**src/rtl/game_session_ctrl_if.sv**
```systemverilog
// Signal bundle between the session controller and its surroundings:
// button/hit/timer inputs in, restart/score/BCD/blink outputs out.
interface game_session_ctrl_if #(
   parameter int SCORE_W = 8
);
   logic               i_start_btn;
   logic               i_hit;
   logic [4:0]         i_seconds;
   logic               i_game_over;
   logic               o_restart_game;
   logic               o_playing;
   logic [SCORE_W-1:0] o_score;
   logic [SCORE_W-1:0] o_high_score;
   logic [3:0]         o_sec_tens;
   logic [3:0]         o_sec_ones;
   logic               o_blink;

   modport master (
      output i_start_btn, i_hit, i_seconds, i_game_over,
      input  o_restart_game, o_playing, o_score, o_high_score,
      input  o_sec_tens, o_sec_ones, o_blink
   );

   modport slave (
      input  i_start_btn, i_hit, i_seconds, i_game_over,
      output o_restart_game, o_playing, o_score, o_high_score,
      output o_sec_tens, o_sec_ones, o_blink
   );
endinterface

```
**src/rtl/game_session_ctrl.sv**
```systemverilog
// Game session sequencer: IDLE/RESTART/PLAYING/OVER, hit score, seconds-to-BCD, blink.
// Define HIGH_SCORE_EN to build the best-session high-score register.
module game_session_ctrl #(
   parameter int BLINK_PERIOD = 50_000_000,
   parameter int SCORE_W      = 8
) (
   input  logic                clk,
   input  logic                rst,
   game_session_ctrl_if.slave  bus
);
   localparam logic [1:0] ST_IDLE    = 2'd0;
   localparam logic [1:0] ST_RESTART = 2'd1;
   localparam logic [1:0] ST_PLAYING = 2'd2;
   localparam logic [1:0] ST_OVER    = 2'd3;

   localparam int                 CNT_W     = (BLINK_PERIOD > 1) ? $clog2(BLINK_PERIOD) : 1;
   localparam logic [CNT_W-1:0]   CNT_LAST  = CNT_W'(BLINK_PERIOD - 1);
   localparam logic [SCORE_W-1:0] SCORE_MAX = '1;

   logic [1:0]         state_q, state_d;
   logic               btn_q, btn_d;
   logic               restart_q, restart_d;
   logic [SCORE_W-1:0] score_q, score_d;
   logic [CNT_W-1:0]   cnt_q, cnt_d;
   logic               blink_q, blink_d;
   logic [3:0]         tens_q, tens_d;
   logic [3:0]         ones_q, ones_d;
   logic               start_edge;

   always_comb begin
      start_edge = bus.i_start_btn & ~btn_q;
      btn_d      = bus.i_start_btn;
      state_d    = state_q;
      score_d    = score_q;
      cnt_d      = cnt_q;
      blink_d    = blink_q;
      // Registered state decode: restart drops one cycle after PLAYING is entered.
      restart_d  = (state_q != ST_PLAYING);
      case (state_q)
         ST_IDLE: begin
            if (start_edge) state_d = ST_RESTART;
         end
         ST_RESTART: begin
            score_d = '0;
            cnt_d   = '0;
            blink_d = 1'b0;
            state_d = ST_PLAYING;
         end
         ST_PLAYING: begin
            if (bus.i_hit && (score_q != SCORE_MAX)) score_d = score_q + 1'b1;
            if (bus.i_game_over) state_d = ST_OVER;
         end
         ST_OVER: begin
            if (cnt_q == CNT_LAST) begin
               cnt_d   = '0;
               blink_d = ~blink_q;
            end else begin
               cnt_d = cnt_q + 1'b1;
            end
            if (start_edge) state_d = ST_RESTART;
         end
         default: state_d = ST_IDLE;
      endcase
   end

   always_comb begin
      if (bus.i_seconds >= 5'd30) begin
         tens_d = 4'd3;
         ones_d = 4'(bus.i_seconds - 5'd30);
      end else if (bus.i_seconds >= 5'd20) begin
         tens_d = 4'd2;
         ones_d = 4'(bus.i_seconds - 5'd20);
      end else if (bus.i_seconds >= 5'd10) begin
         tens_d = 4'd1;
         ones_d = 4'(bus.i_seconds - 5'd10);
      end else begin
         tens_d = 4'd0;
         ones_d = 4'(bus.i_seconds);
      end
   end

   always_ff @(posedge clk) begin
      if (rst) begin
         state_q   <= ST_IDLE;
         btn_q     <= 1'b1;
         restart_q <= 1'b1;
         score_q   <= '0;
         cnt_q     <= '0;
         blink_q   <= 1'b0;
         tens_q    <= 4'd0;
         ones_q    <= 4'd0;
      end else begin
         state_q   <= state_d;
         btn_q     <= btn_d;
         restart_q <= restart_d;
         score_q   <= score_d;
         cnt_q     <= cnt_d;
         blink_q   <= blink_d;
         tens_q    <= tens_d;
         ones_q    <= ones_d;
      end
   end

`ifdef HIGH_SCORE_EN
   logic [SCORE_W-1:0] high_q, high_d;

   // score_d already includes a hit landing in the final PLAYING cycle.
   always_comb begin
      high_d = high_q;
      if ((state_q == ST_PLAYING) && bus.i_game_over && (score_d > high_q)) high_d = score_d;
   end

   always_ff @(posedge clk) begin
      if (rst) high_q <= '0;
      else     high_q <= high_d;
   end

   assign bus.o_high_score = high_q;
`else
   assign bus.o_high_score = '0;
`endif

   assign bus.o_restart_game = restart_q;
   assign bus.o_playing      = (state_q == ST_PLAYING);
   assign bus.o_score        = score_q;
   assign bus.o_sec_tens     = tens_q;
   assign bus.o_sec_ones     = ones_q;
   assign bus.o_blink        = blink_q;
endmodule

```
**src/flat_wrapper.sv**
```systemverilog
// flat-port wrapper written by rule: the top's interface ports become plain ports
module game_session_ctrl_flat 
#(
   parameter int BLINK_PERIOD = 50_000_000,
   parameter int SCORE_W      = 8
)
  (clk, rst, bus_i_start_btn, bus_i_hit, bus_i_seconds, bus_i_game_over, bus_o_restart_game, bus_o_playing, bus_o_score, bus_o_high_score, bus_o_sec_tens, bus_o_sec_ones, bus_o_blink);
  game_session_ctrl_if #(.SCORE_W(SCORE_W)) bus_i ();
  input  logic clk;
  input  logic rst;
  input wire logic [$bits(bus_i.i_start_btn)-1:0] bus_i_start_btn;
  input wire logic [$bits(bus_i.i_hit)-1:0] bus_i_hit;
  input wire logic [$bits(bus_i.i_seconds)-1:0] bus_i_seconds;
  input wire logic [$bits(bus_i.i_game_over)-1:0] bus_i_game_over;
  output wire logic [$bits(bus_i.o_restart_game)-1:0] bus_o_restart_game;
  output wire logic [$bits(bus_i.o_playing)-1:0] bus_o_playing;
  output wire logic [$bits(bus_i.o_score)-1:0] bus_o_score;
  output wire logic [$bits(bus_i.o_high_score)-1:0] bus_o_high_score;
  output wire logic [$bits(bus_i.o_sec_tens)-1:0] bus_o_sec_tens;
  output wire logic [$bits(bus_i.o_sec_ones)-1:0] bus_o_sec_ones;
  output wire logic [$bits(bus_i.o_blink)-1:0] bus_o_blink;
  assign bus_i.i_start_btn = bus_i_start_btn;
  assign bus_i.i_hit = bus_i_hit;
  assign bus_i.i_seconds = bus_i_seconds;
  assign bus_i.i_game_over = bus_i_game_over;
  assign bus_o_restart_game = bus_i.o_restart_game;
  assign bus_o_playing = bus_i.o_playing;
  assign bus_o_score = bus_i.o_score;
  assign bus_o_high_score = bus_i.o_high_score;
  assign bus_o_sec_tens = bus_i.o_sec_tens;
  assign bus_o_sec_ones = bus_i.o_sec_ones;
  assign bus_o_blink = bus_i.o_blink;
  game_session_ctrl #(.BLINK_PERIOD(BLINK_PERIOD), .SCORE_W(SCORE_W)) u_core (.clk(clk), .rst(rst), .bus(bus_i));
endmodule
```
**config.mk**
```make
export PLATFORM = sky130hd
export DESIGN_NAME = game_session_ctrl_flat
export DESIGN_NICKNAME = d
export VERILOG_FILES = /design/src/rtl/game_session_ctrl_if.sv /design/src/rtl/game_session_ctrl.sv /design/src/flat_wrapper.sv
export SDC_FILE = /design/constraint.sdc
export NUM_CORES = 1
export LEC_CHECK = 0
export ABC_AREA = 1
export BUFFER_PORTS_ARGS = -buffer_cell sky130_fd_sc_hd__buf_2
export CORE_ASPECT_RATIO = 0.7
export CORE_UTILIZATION = 45
export DETAILED_ROUTE_END_ITERATION = 6
export PLACE_DENSITY_LB_ADDON = 0.15
export SKIP_LAST_GASP = 1
export SYNTH_ARGS = -nofsm -noshare
export SYNTH_HDL_FRONTEND = slang
export SYNTH_SLANG_ARGS = --single-unit
```
**constraint.sdc**
```tcl
create_clock -name clk -period 1.4 [get_ports clk]
set_clock_uncertainty 0.1 [all_clocks]
set_input_delay 0.07 -clock clk [delete_from_list [all_inputs] [get_ports clk]]
set_output_delay 0.07 -clock clk [all_outputs]
set_load 0.02 [all_outputs]
```
==> impl_summary.log, run 1 <==
[metrics] final-report max-slew violation count: 0
[metrics] initial DRC count: 166
[metrics] flops & latches, synth: 45
[metrics] Routed wire per std cell: 13.12 um
[metrics] setup violation total in the final timing report: 30
[metrics] clock network latency to the later pin of the worst-skew pair: 0.30 ns
[metrics] number of instances in the synthesized netlist: 434
[metrics] DRC viols: 0
[metrics] pin count of the biggest net entering global routing: 33
[metrics] clock tree from TritonCTS: yes
[metrics] number of max-cap violations: 0
[metrics] Post-synth ARST share: 0%
[metrics] core footprint: 5842 sq um
[metrics] kind of start point of the critical path: flip-flop
[metrics] count of yosys warnings during synthesis: 0
[metrics] post-synthesis cell area: 2786 sq um
[metrics] worst hold endpoint: u_core.bus.o_sec_ones[2]
[metrics] grt total ovfl: 0
[metrics] remaining number of nets flagged by the antenna check after routing: 0
[metrics] share of the synthesized area in the top cell type: 32.33%
[metrics] H-tree levels: 2
[metrics] Non-Filler Cell Area, Final: 3904 sq um
[metrics] total placed instance area: 3428 sq um
[metrics] Placement Setup Slack: -0.2385 ns
[metrics] clock edge transition at the registers on the reported setup and hold paths: 0.09 ns
[metrics] y dimension of the die: 67.84 um
[metrics] GRT Overall Usage: 25.13%
[metrics] outcome: complete, but fails checks
[metrics] die outline width: 96.05 um
[metrics] via count normalized by instance count: 5.059
[metrics] kind of end point of the critical path: flip-flop
[metrics] starting density of the core: 47.70%
[metrics] First-pass DRT Iterations: 5
[metrics] antenna violations before repair: 0
[metrics] Min-Delay Startpoint: bus_i_seconds[2]
[metrics] primary flip-flop cell chosen by synthesis mapping: sky130_fd_sc_hd__dfxtp_1
[metrics] number of buffers created by CTS: 5
[metrics] Data required, critical path: 1.54 ns
[metrics] violations in the final reports: setup timing
[metrics] filler cell count: 502
[metrics] most area-hungry cell type in the Yosys netlist: sky130_fd_sc_hd__dfxtp_1
[metrics] sinks on the clock net: 45
[metrics] largest fanout on the critical path: 4
[metrics] Final min period: 1.557 ns
[metrics] post-synthesis area per instance: 6.420 sq um
[metrics] leading cell type by number of instances after synthesis: sky130_fd_sc_hd__nand2_1
[metrics] crit share post-route: 111.2%
[metrics] number of enable flip-flop cells after synthesis: 0
[metrics] endpoint of the most critical register-to-register path: u_core.cnt_q[20]
[metrics] maximum number of buffers from clock root to sink: 2
[metrics] Hold Path Depth: 4
[metrics] kind of critical path: flip-flop to flip-flop
[metrics] WL final: 7.808 mm
[metrics] Hold Path Class: input pin to flip-flop
[metrics] worst reg-to-reg path cell count: 6
[metrics] peak supply drop: 0.4987 mV
[metrics] routability congestion estimate from global placement: 0.9671
[metrics] hold violation total from the final report: 0
[metrics] die outline area: 6516 sq um
[metrics] number of top-level pins: 37
[metrics] leak pwr: 1.547 nW
[metrics] final net count: 540
[metrics] Synth area leaders: sky130_fd_sc_hd__dfxtp_1, sky130_fd_sc_hd__nand2_1, sky130_fd_sc_hd__nand3_1, sky130_fd_sc_hd__inv_1, sky130_fd_sc_hd__a21oi_1
[metrics] sequential area share after synthesis: 32.33%
[metrics] reg-to-reg startpoint: u_core.cnt_q[16]
[metrics] global-route wire length before repair: 12.48 mm
[metrics] minimum setup slack in the final design: -0.1567 ns
[metrics] placed wire-length estimate: 5.580 mm
[metrics] setup repair after global routing missed its margin: yes
[metrics] number of inserted diodes: 0
[metrics] clk root buf: sky130_fd_sc_hd__clkbuf_8
[metrics] Buffers on Ports: 26
[metrics] area growth from synthesis to final layout: 40.10%
[metrics] Synth cell types: 30
[metrics] Crit path arrival time: 1.69 ns
[metrics] vias in the first global route: 2621
[metrics] power density over cell area: 814.5 nW/um^2
[metrics] number of rows in the core area: 23
[metrics] Post-synth top cells: sky130_fd_sc_hd__nand2_1, sky130_fd_sc_hd__nand3_1, sky130_fd_sc_hd__inv_1
[metrics] achievable clock frequency: 0.6424 GHz
[metrics] proportion of layout cells with a drive suffix above 1: 35.96%
[metrics] R2R Setup Slk: -0.16 ns
[metrics] total vias in the final route: 3010
[sequential cells by signal, indices dropped and copies added (netlist names)]
name and count:
u_core.cnt_q 26, u_core.bus.o_score 8, u_core.bus.o_sec_tens 2, u_core.btn_q 1, u_core.bus.o_sec_ones 4, u_core.state_q 2
u_core.bus.o_blink 1, u_core.bus.o_restart_game 1
[worst max-delay path by stage]
stage / from / end / cells past startpoint
final: u_core.cnt_q[16] / u_core.cnt_q[20] / 6
after floorplan: u_core.bus.o_score[1] / u_core.bus.o_score[2] / 7
after global placement: u_core.cnt_q[2] / u_core.cnt_q[17] / 8
after CTS: u_core.bus.o_score[0] / u_core.bus.o_score[2] / 7
after detailed placement: u_core.cnt_q[2] / u_core.cnt_q[17] / 7
after global routing: u_core.cnt_q[16] / u_core.cnt_q[20] / 6
[placed cells by master, fill, tap and decap left out, types with 3 or more instances in the layout]
| cell type | Yosys | layout |
|---|---|---|
| sky130_fd_sc_hd__conb_1 | 1 | 10 |
| sky130_fd_sc_hd__nand3_4 | 0 | 4 |
| sky130_fd_sc_hd__nand3_2 | 1 | 6 |
| sky130_fd_sc_hd__nor2_1 | 48 | 28 |
| sky130_fd_sc_hd__xor2_1 | 9 | 9 |
| sky130_fd_sc_hd__dfxtp_1 | 45 | 23 |
| sky130_fd_sc_hd__nor2_2 | 7 | 13 |
| sky130_fd_sc_hd__buf_6 | 0 | 4 |
| sky130_fd_sc_hd__dlygate4sd3_1 | 0 | 4 |
| sky130_fd_sc_hd__nor3_1 | 5 | 3 |
| sky130_fd_sc_hd__dfxtp_2 | 0 | 15 |
| sky130_fd_sc_hd__buf_2 | 4 | 26 |
| sky130_fd_sc_hd__clkbuf_8 | 0 | 5 |
| sky130_fd_sc_hd__buf_4 | 10 | 54 |
| sky130_fd_sc_hd__inv_1 | 49 | 46 |
| sky130_fd_sc_hd__xnor2_1 | 3 | 3 |
| sky130_fd_sc_hd__nand3_1 | 53 | 44 |
| sky130_fd_sc_hd__ha_1 | 10 | 5 |
| sky130_fd_sc_hd__nand4_1 | 5 | 5 |
| sky130_fd_sc_hd__nand2_1 | 117 | 103 |
| sky130_fd_sc_hd__a21oi_1 | 36 | 33 |
| sky130_fd_sc_hd__nand2_4 | 0 | 4 |
| sky130_fd_sc_hd__o21ai_0 | 9 | 7 |
| sky130_fd_sc_hd__dfxtp_4 | 0 | 7 |
| sky130_fd_sc_hd__nand2_2 | 4 | 14 |
| sky130_fd_sc_hd__nor2_4 | 3 | 17 |
| sky130_fd_sc_hd__ha_4 | 0 | 3 |
[worst max-delay path, cell delays in order (launching register included)]
cell                      delay [ns]
sky130_fd_sc_hd__dfxtp_1        0.42
sky130_fd_sc_hd__nand2_1        0.14
sky130_fd_sc_hd__nor3_1         0.28
sky130_fd_sc_hd__nand2_1        0.13
sky130_fd_sc_hd__nor2_2         0.15
sky130_fd_sc_hd__o21ai_0        0.11
sky130_fd_sc_hd__a21oi_1        0.15
[kinds of logic after synthesis]
family / Yosys count / synth area share, %
xor+xnor: 12 / 3.772
simple gates: 247 / 38.75
other cells: 1 / 0.1346
buf+inv: 69 / 10.82
flops: 45 / 32.33
compound gates: 50 / 9.700
fa+ha+maj: 10 / 4.490
[layer usage]
metal | wire [um] | global-route usage, % | share of wire, %
met3 | 697 | 5.222 | 8.9
met1 | 3843 | 37.85 | 49
met2 | 3215 | 36.61 | 41
met4 | 53 | 4.664 | 0.68
met5 | 0 | 0 | 0
[stage by stage]
stage	hold slack [ns]	cells	TNS (ns)	power [mW]	utilization, %
after global routing	0.03423	595	-5.565	3.341	66.82
after CTS	0.004151	596	-1.608	3.099	64.64
after floorplan	0.06316	443	-0.5910	1.960	-
after detailed placement	0.1662	578	-3.605	2.265	58.68
final	0.009467	595	-2.397	3.180	66.82
after global placement	0.1527	578	-3.223	2.260	58.68
[repair_timing]
item	in CTS	in global routing
setup endpoints to repair	35	41
gates cloned	0	0
pin swaps	14	7
setup buffers	7	0
hold endpoints to repair	4	0
hold buffers	5	0
resized for setup	51	46
[power by group]
group	switching (mW)	internal (mW)
Clock	0.461	0.341
Combinational	0.611	0.385
Sequential	0.0430	1.34
Total	1.12	2.06
[area by class of cell]
class	count	area (sq um)	share of cell area, %
clock inverter	1	5.005	0.1282
multi-input combinational	329	1939	49.68
tap	75	93.84	2.404
clock buffer	6	72.57	1.859
timing repair buffer	90	660.6	16.92
inverter	49	186.4	4.776
sequential	45	945.9	24.23
Note: power is estimated with default switching activity, not from simulation.
==> run 2, diff against run 1 <==
--- a/config.mk
+++ b/config.mk
@@ -5,9 +5,9 @@
 export SDC_FILE = /design/constraint.sdc
 export NUM_CORES = 1
 export LEC_CHECK = 0
-export ABC_AREA = 1
 export BUFFER_PORTS_ARGS = -buffer_cell sky130_fd_sc_hd__buf_2
 export CORE_ASPECT_RATIO = 0.7
+export CORE_MARGIN = 2
 export CORE_UTILIZATION = 45
 export DETAILED_ROUTE_END_ITERATION = 6
 export PLACE_DENSITY_LB_ADDON = 0.15
==> impl_summary.log, run 2 <==
[metrics] Post-synth top cells: sky130_fd_sc_hd__dfxtp_1, sky130_fd_sc_hd__nand2_1, sky130_fd_sc_hd__a21oi_1
[metrics] primary flip-flop cell chosen by synthesis mapping: sky130_fd_sc_hd__dfxtp_1
[metrics] die outline width: 94.00 um
[metrics] flops & latches, synth: 45
[metrics] remaining number of nets flagged by the antenna check after routing: 0
[metrics] maximum number of buffers from clock root to sink: 2
[metrics] grt total ovfl: 0
[metrics] leak pwr: 1.674 nW
[metrics] final worst hold slack: 0.06023 ns
[metrics] global-route wire length before repair: 12.32 mm
[metrics] antenna violations before repair: 0
[metrics] sequential area share after synthesis: 35.31%
[metrics] proportion of layout cells with a drive suffix above 1: 48.39%
[metrics] area growth from synthesis to final layout: 55.13%
[metrics] total vias in the final route: 2895
[metrics] setup violation total in the final timing report: 38
[metrics] number of max-cap violations: 0
[metrics] Largest register FFs: 26
[metrics] kind of start point of the critical path: flip-flop
[metrics] filler cell count: 367
[metrics] non-filler cells in the finished layout: 506
[metrics] Synth area leaders: sky130_fd_sc_hd__dfxtp_1, sky130_fd_sc_hd__a21oi_1, sky130_fd_sc_hd__nand2_1, sky130_fd_sc_hd__ha_1, sky130_fd_sc_hd__nand3_1
[metrics] Compound-Gate Fraction of Synth Area: 18.78%
[metrics] DRC viols: 0
[metrics] GRT Overall Usage: 25.27%
[metrics] most frequent cells in the layout: sky130_fd_sc_hd__buf_4, sky130_fd_sc_hd__nand2_1, sky130_fd_sc_hd__dfxtp_1, sky130_fd_sc_hd__buf_2, sky130_fd_sc_hd__nand3_1
[metrics] master of the slowest instance on the critical path: sky130_fd_sc_hd__or4b_4
[metrics] via count normalized by instance count: 5.721
[metrics] number of top-level pins: 37
[metrics] Buffers on Ports: 26
[metrics] minimum setup slack in the final design: -0.5982 ns
[metrics] Simple-Gate Fraction of Synth Area: 31.39%
[metrics] Data required, critical path: 1.49 ns
[metrics] largest fanout on the critical path: 10
[metrics] vias in the first global route: 2653
[metrics] First-pass DRT Iterations: 5
[metrics] power density over cell area: 994.8 nW/um^2
[metrics] post-synthesis cell area: 2551 sq um
[metrics] Hold Path Class: input pin to flip-flop
[metrics] post-synthesis area per instance: 8.099 sq um
[metrics] sinks on the clock net: 45
[metrics] pin count of the biggest net entering global routing: 18
[metrics] outcome: complete, but fails checks
[metrics] crit-path max cell delay: 0.54 ns
[metrics] most area-hungry cell type in the Yosys netlist: sky130_fd_sc_hd__dfxtp_1
[metrics] Crit path arrival time: 2.09 ns
[metrics] achievable clock frequency: 0.5005 GHz
[metrics] number of instances in the synthesized netlist: 315
[metrics] register with the most flip-flops: u_core.cnt_q
[metrics] Placement Setup Slack: -0.6167 ns
[metrics] count of yosys warnings during synthesis: 0
[metrics] H-tree levels: 2
[metrics] clock network latency to the later pin of the worst-skew pair: 0.30 ns
[metrics] placed wire-length estimate: 5.533 mm
[metrics] leading cell type in the layout, fill and taps excluded: sky130_fd_sc_hd__buf_4
[metrics] crit-path cells: or4b_4 > nor4_4 > a211oi_4 > buf_6 > and3_1 > a221o_1
[metrics] violations in the final reports: setup timing
[metrics] number of inserted diodes: 0
[metrics] clock edge transition at the registers on the reported setup and hold paths: 0.09 ns
[metrics] number of enable flip-flop cells after synthesis: 0
[metrics] crit share post-route: 142.7%
[metrics] Post-synth ARST share: 0%
[metrics] core footprint: 5340 sq um
[metrics] Final min period: 1.998 ns
[metrics] setup TNS: -13.94 ns
[metrics] number of buffers created by CTS: 5
[metrics] share of the synthesized area in the top cell type: 35.31%
[metrics] multiplexer share of the synthesized area: 1.667%
[metrics] setup repair after global routing missed its margin: yes
[metrics] kind of critical path: flip-flop to flip-flop
[metrics] kind of end point of the critical path: flip-flop
[metrics] number of rows in the core area: 22
[metrics] y dimension of the die: 67.00 um
[metrics] clk root buf: sky130_fd_sc_hd__clkbuf_8
[metrics] Routed wire per std cell: 15.61 um
[metrics] initial DRC count: 265
[metrics] starting density of the core: 47.77%
[metrics] hold violation total from the final report: 0
[metrics] final-report max-slew violation count: 0
[metrics] clock tree from TritonCTS: yes
[metrics] share of synthesized cell area in full adder, half adder and majority cells: 4.904%
[metrics] die outline area: 6297 sq um
[metrics] routability congestion estimate from global placement: 0.9437
[metrics] peak supply drop: 0.9813 mV
[metrics] final net count: 453
[metrics] xor/xnor share of the synthesized area: 0.3433%
[metrics] WL final: 7.901 mm
[metrics] placed insts: 485
[metrics] dominant combinational cell family by area after synthesis: simple AND/OR/NAND/NOR gates
[metrics] Synth cell types: 57
[metrics] leading cell type by number of instances after synthesis: sky130_fd_sc_hd__dfxtp_1
[run 2: cell count changes in the layout (fill, tap and decap cells not counted), moves of 14 or more]
cell                      delta
sky130_fd_sc_hd__nand2_1    -71
sky130_fd_sc_hd__inv_1      -39
sky130_fd_sc_hd__buf_4      +29
sky130_fd_sc_hd__nand3_1    -25
sky130_fd_sc_hd__a21oi_1    -17
sky130_fd_sc_hd__nor2_4     -14
[run 2: path summary, 6_finish.rpt]
path / from / endpoint / slack [ns] / cells past startpoint
worst max-delay path: u_core.cnt_q[24] / u_core.cnt_q[18] / -0.60 / 6
worst max register to register: u_core.cnt_q[24] / u_core.cnt_q[18] / -0.60 / 6
worst min register to register: u_core.bus.o_blink / u_core.bus.o_blink / 0.39 / 2
worst min-delay path: bus_i_hit / u_core.bus.o_score[2] / 0.06 / 3
[run 2: worst max-delay path: cells and delay by family, from the launching register on]
kind	cells	cell delay, ns
AOI/OAI and AO/OA	2	0.37
buffers and inverters	1	0.16
DFF	1	0.32
and+or+nand+nor	3	0.94
[run 2: per-layer routing]
metal	vias up	wire length, um	global-route usage (%)
met1	1385	3592	35.91
met5	-	0	0
li1	1374	-	-
met3	13	673	5.204
met2	123	3526	38.13
met4	0	108	8.333
[run 2: cell type report]
| cell class | instances | area, sq um | share of cell area, % |
|---|---|---|---|
| Inverter | 10 | 42.54 | 1.075 |
| Clock inverter | 2 | 35.03 | 0.8852 |
| Timing Repair Buffer | 127 | 959.7 | 24.25 |
| Clock buffer | 6 | 72.57 | 1.834 |
| Multi-Input combinational cell | 244 | 1833 | 46.32 |
| Sequential cell | 45 | 924.6 | 23.36 |
| Tap cell | 72 | 90.09 | 2.276 |
[run 2: power by group]
group	internal [mW]	leakage, nW	switching, mW	total, mW
sequential	1.35	0.372	0.0473	1.40
clock	0.530	0.0552	0.463	0.993
combinational	0.739	1.25	0.807	1.55
[run 2: through the flow]
step	power (mW)	instance area (sq um)	utilization, %
finish	3.937	3958	74.11
floorplan	2.063	2731	-
CTS	3.781	3811	71.37
global route	4.107	3958	74.11
global placement	2.489	3441	64.43
detailed placement	2.518	3441	64.43
[run 2: cells by family (layout without fill, tap and decap cells)]
| logic type | count (synthesis) | after routing |
|---|---|---|
| AOI/OAI and AO/OA | 75 | 75 |
| and+or+nand+nor | 144 | 144 |
| DFF | 45 | 45 |
| buffers and inverters | 35 | 145 |
| other | 1 | 10 |
| adders and majority gates | 10 | 10 |
| muxes | 4 | 4 |
| xor gates and xnor gates | 1 | 1 |
[run 2: what timing repair did]
action                                 in CTS  in global routing
resized for setup                          51                 29
endpoints found under the hold margin       2                  0
setup endpoints to repair                  38                 39
pin swaps                                  33                 12
buffers inserted                           12                  2
hold buffers                                2                  0
==> run 3, diff against run 2 <==
--- a/config.mk
+++ b/config.mk
@@ -6,10 +6,11 @@
 export NUM_CORES = 1
 export LEC_CHECK = 0
 export BUFFER_PORTS_ARGS = -buffer_cell sky130_fd_sc_hd__buf_2
-export CORE_ASPECT_RATIO = 0.7
+export CORE_ASPECT_RATIO = 1.75
 export CORE_MARGIN = 2
 export CORE_UTILIZATION = 45
 export DETAILED_ROUTE_END_ITERATION = 6
+export GPL_TIMING_DRIVEN = 0
 export PLACE_DENSITY_LB_ADDON = 0.15
 export SKIP_LAST_GASP = 1
 export SYNTH_ARGS = -nofsm -noshare
==> impl_summary.log, run 3 (synthesis gave the netlist of run 2 again) <==
[metrics] leading cell type in the layout, fill and taps excluded: sky130_fd_sc_hd__buf_4
[metrics] clock tree from TritonCTS: yes
[metrics] master of the slowest instance on the critical path: sky130_fd_sc_hd__or4b_4
[metrics] routability congestion estimate from global placement: 0.8910
[metrics] timing startpoint of the critical path: u_core.cnt_q[9]
[metrics] initial DRC count: 94
[metrics] DRC viols: 0
[metrics] Hold Path Depth: 3
[metrics] clock edge transition at the registers on the reported setup and hold paths: 0.09 ns
[metrics] crit-path max cell delay: 0.54 ns
[metrics] max-slew headroom at the worst pin: 62.54%
[metrics] number of buffers created by CTS: 5
[metrics] minimum setup slack in the final design: -0.5727 ns
[metrics] remaining number of nets flagged by the antenna check after routing: 0
[metrics] setup TNS: -13.46 ns
[metrics] final net count: 413
[metrics] Hold Path Class: input pin to flip-flop
[metrics] setup violation total in the final timing report: 35
[metrics] outcome: complete, but fails checks
[metrics] R2R Setup Slk: -0.57 ns
[metrics] number of inserted diodes: 0
[metrics] pin count of the biggest net entering global routing: 15
[metrics] Critical Path Sink: u_core.cnt_q[18]
[metrics] crit share post-route: 140.9%
[metrics] final-report max-slew violation count: 0
[metrics] core footprint: 5540 sq um
[metrics] Final min period: 1.973 ns
[metrics] kind of end point of the critical path: flip-flop
[metrics] peak supply drop: 0.8598 mV
[metrics] hold violation total from the final report: 0
[metrics] number of top-level pins: 37
[metrics] sinks on the clock net: 45
[metrics] Data required, critical path: 1.49 ns
[metrics] H-tree levels: 2
[metrics] grt total ovfl: 0
[metrics] kind of start point of the critical path: flip-flop
[metrics] via count normalized by instance count: 5.562
[metrics] clock network latency to the later pin of the worst-skew pair: 0.30 ns
[metrics] clk root buf: sky130_fd_sc_hd__clkbuf_8
[metrics] placed wire-length estimate: 4.682 mm
[metrics] leak pwr: 1.444 nW
[metrics] maximum number of buffers from clock root to sink: 2
[metrics] achievable clock frequency: 0.5069 GHz
[metrics] non-filler cells in the finished layout: 470
[metrics] y dimension of the die: 103.6 um
[metrics] kind of critical path: flip-flop to flip-flop
[metrics] die outline width: 60.92 um
[metrics] transition time at the pin with the least slew margin: 0.5619 ns
[metrics] setup repair after global routing missed its margin: yes
[metrics] filler cell count: 478
[metrics] placed insts: 425
[metrics] starting density of the core: 46.05%
[metrics] GRT Overall Usage: 23.02%
[metrics] Crit path arrival time: 2.06 ns
[metrics] final worst hold slack: 0.02219 ns
[metrics] most frequent cells in the layout: sky130_fd_sc_hd__buf_4, sky130_fd_sc_hd__nand2_1, sky130_fd_sc_hd__dfxtp_1, sky130_fd_sc_hd__buf_2, sky130_fd_sc_hd__nand3_1
[metrics] overall power: 3.482 mW
[metrics] largest fanout on the critical path: 6
[metrics] number of max-cap violations: 0
[metrics] proportion of layout cells with a drive suffix above 1: 43.91%
[metrics] Routed wire per std cell: 15.29 um
[metrics] total vias in the final route: 2614
[metrics] WL final: 7.185 mm
[metrics] reg-to-reg startpoint: u_core.cnt_q[9]
[metrics] number of stages on the worst setup path: 6
[metrics] worst reg-to-reg path cell count: 6
[metrics] Placement Setup Slack: -0.6770 ns
[metrics] violations in the final reports: setup timing
[metrics] worst path bufs/invs: 2
[metrics] vias in the first global route: 2477
[metrics] power density over cell area: 956.1 nW/um^2
[metrics] endpoint of the most critical register-to-register path: u_core.cnt_q[18]
[metrics] Largest register FFs: 26
[metrics] die outline area: 6311 sq um
[metrics] First-pass DRT Iterations: 4
[metrics] crit-path cells: or4b_4 > nor4_4 > buf_4 > a211oi_4 > buf_6 > a221o_1
[metrics] family with the most delay on the worst path: simple AND/OR/NAND/NOR gates
[metrics] area growth from synthesis to final layout: 42.77%
[metrics] number of rows in the core area: 36
[metrics] antenna violations before repair: 0
[metrics] Buffers on Ports: 25
[metrics] global-route wire length before repair: 11.16 mm
[metrics] register with the most flip-flops: u_core.cnt_q
-- run 3: changes by cell type in the layout (fill, tap and decap cells not counted), sizes merged --
cell	change
clkinv	-1
clkbuf	+5
clkinvlp	+2
a211oi	+1
buf	-46
bufinv	-1
-- run 3: layer usage --
layer	up-vias	global-route usage, %	wire length, um
met5	-	0	0
met3	23	3.745	258
met1	1232	23.61	2591
met2	65	41.55	4039
met4	0	12.11	295
li1	1294	-	-
-- run 3: final cells by class --
cell class	instances	area [sq um]	share of cell area [%]
buffer	22	162.7	4.466
clock buffer	6	72.57	1.992
clock inverter	2	15.01	0.4122
inverter	10	40.04	1.099
multi-input combinational	245	1847	50.70
sequential	45	950.9	26.11
tap	76	95.09	2.611
timing repair buffer	64	459.2	12.61
-- run 3: how the worst min path moves through the flow --
stage | start | endpoint | slack (ns)
3_5_place_dp | bus_i_start_btn | u_core.btn_q | 0.18
5_1_grt | bus_i_seconds[3] | u_core.bus.o_sec_tens[0] | 0.03
4_1_cts | bus_i_seconds[2] | u_core.bus.o_sec_tens[1] | 0.002
2_1_floorplan | bus_i_start_btn | u_core.btn_q | 0.08
3_3_place_gp | bus_i_start_btn | u_core.btn_q | 0.18
6_report | bus_i_seconds[3] | u_core.bus.o_sec_tens[0] | 0.02
-- run 3: repair_timing --
item,in CTS,in global routing
cloned,3,0
resized for setup,59,38
endpoints found under the hold margin,2,0
endpoints found under the setup margin,36,39
hold buffers,2,0
pin swaps,25,26
setup buffers,23,13
-- run 3: tightest hold or removal path, cell delays in order --
cell,delay (ns)
sky130_fd_sc_hd__buf_2,0.13
sky130_fd_sc_hd__nand3_1,0.11
sky130_fd_sc_hd__a21oi_1,0.07
-- run 3: where the power goes --
part	internal (mW)	switching [mW]
Combinational	0.556	0.702
Clock	0.352	0.459
Sequential	1.35	0.0670
Total	2.26	1.23
-- run 3: through the flow --
stage / util [%] / instance area, sq um
5_1_grt: 65.74 / 3642
3_5_place_dp: 53.27 / 2952
3_3_place_gp: 53.27 / 2952
2_1_floorplan: - / 2731
6_report: 65.74 / 3642
4_1_cts: 62.08 / 3440
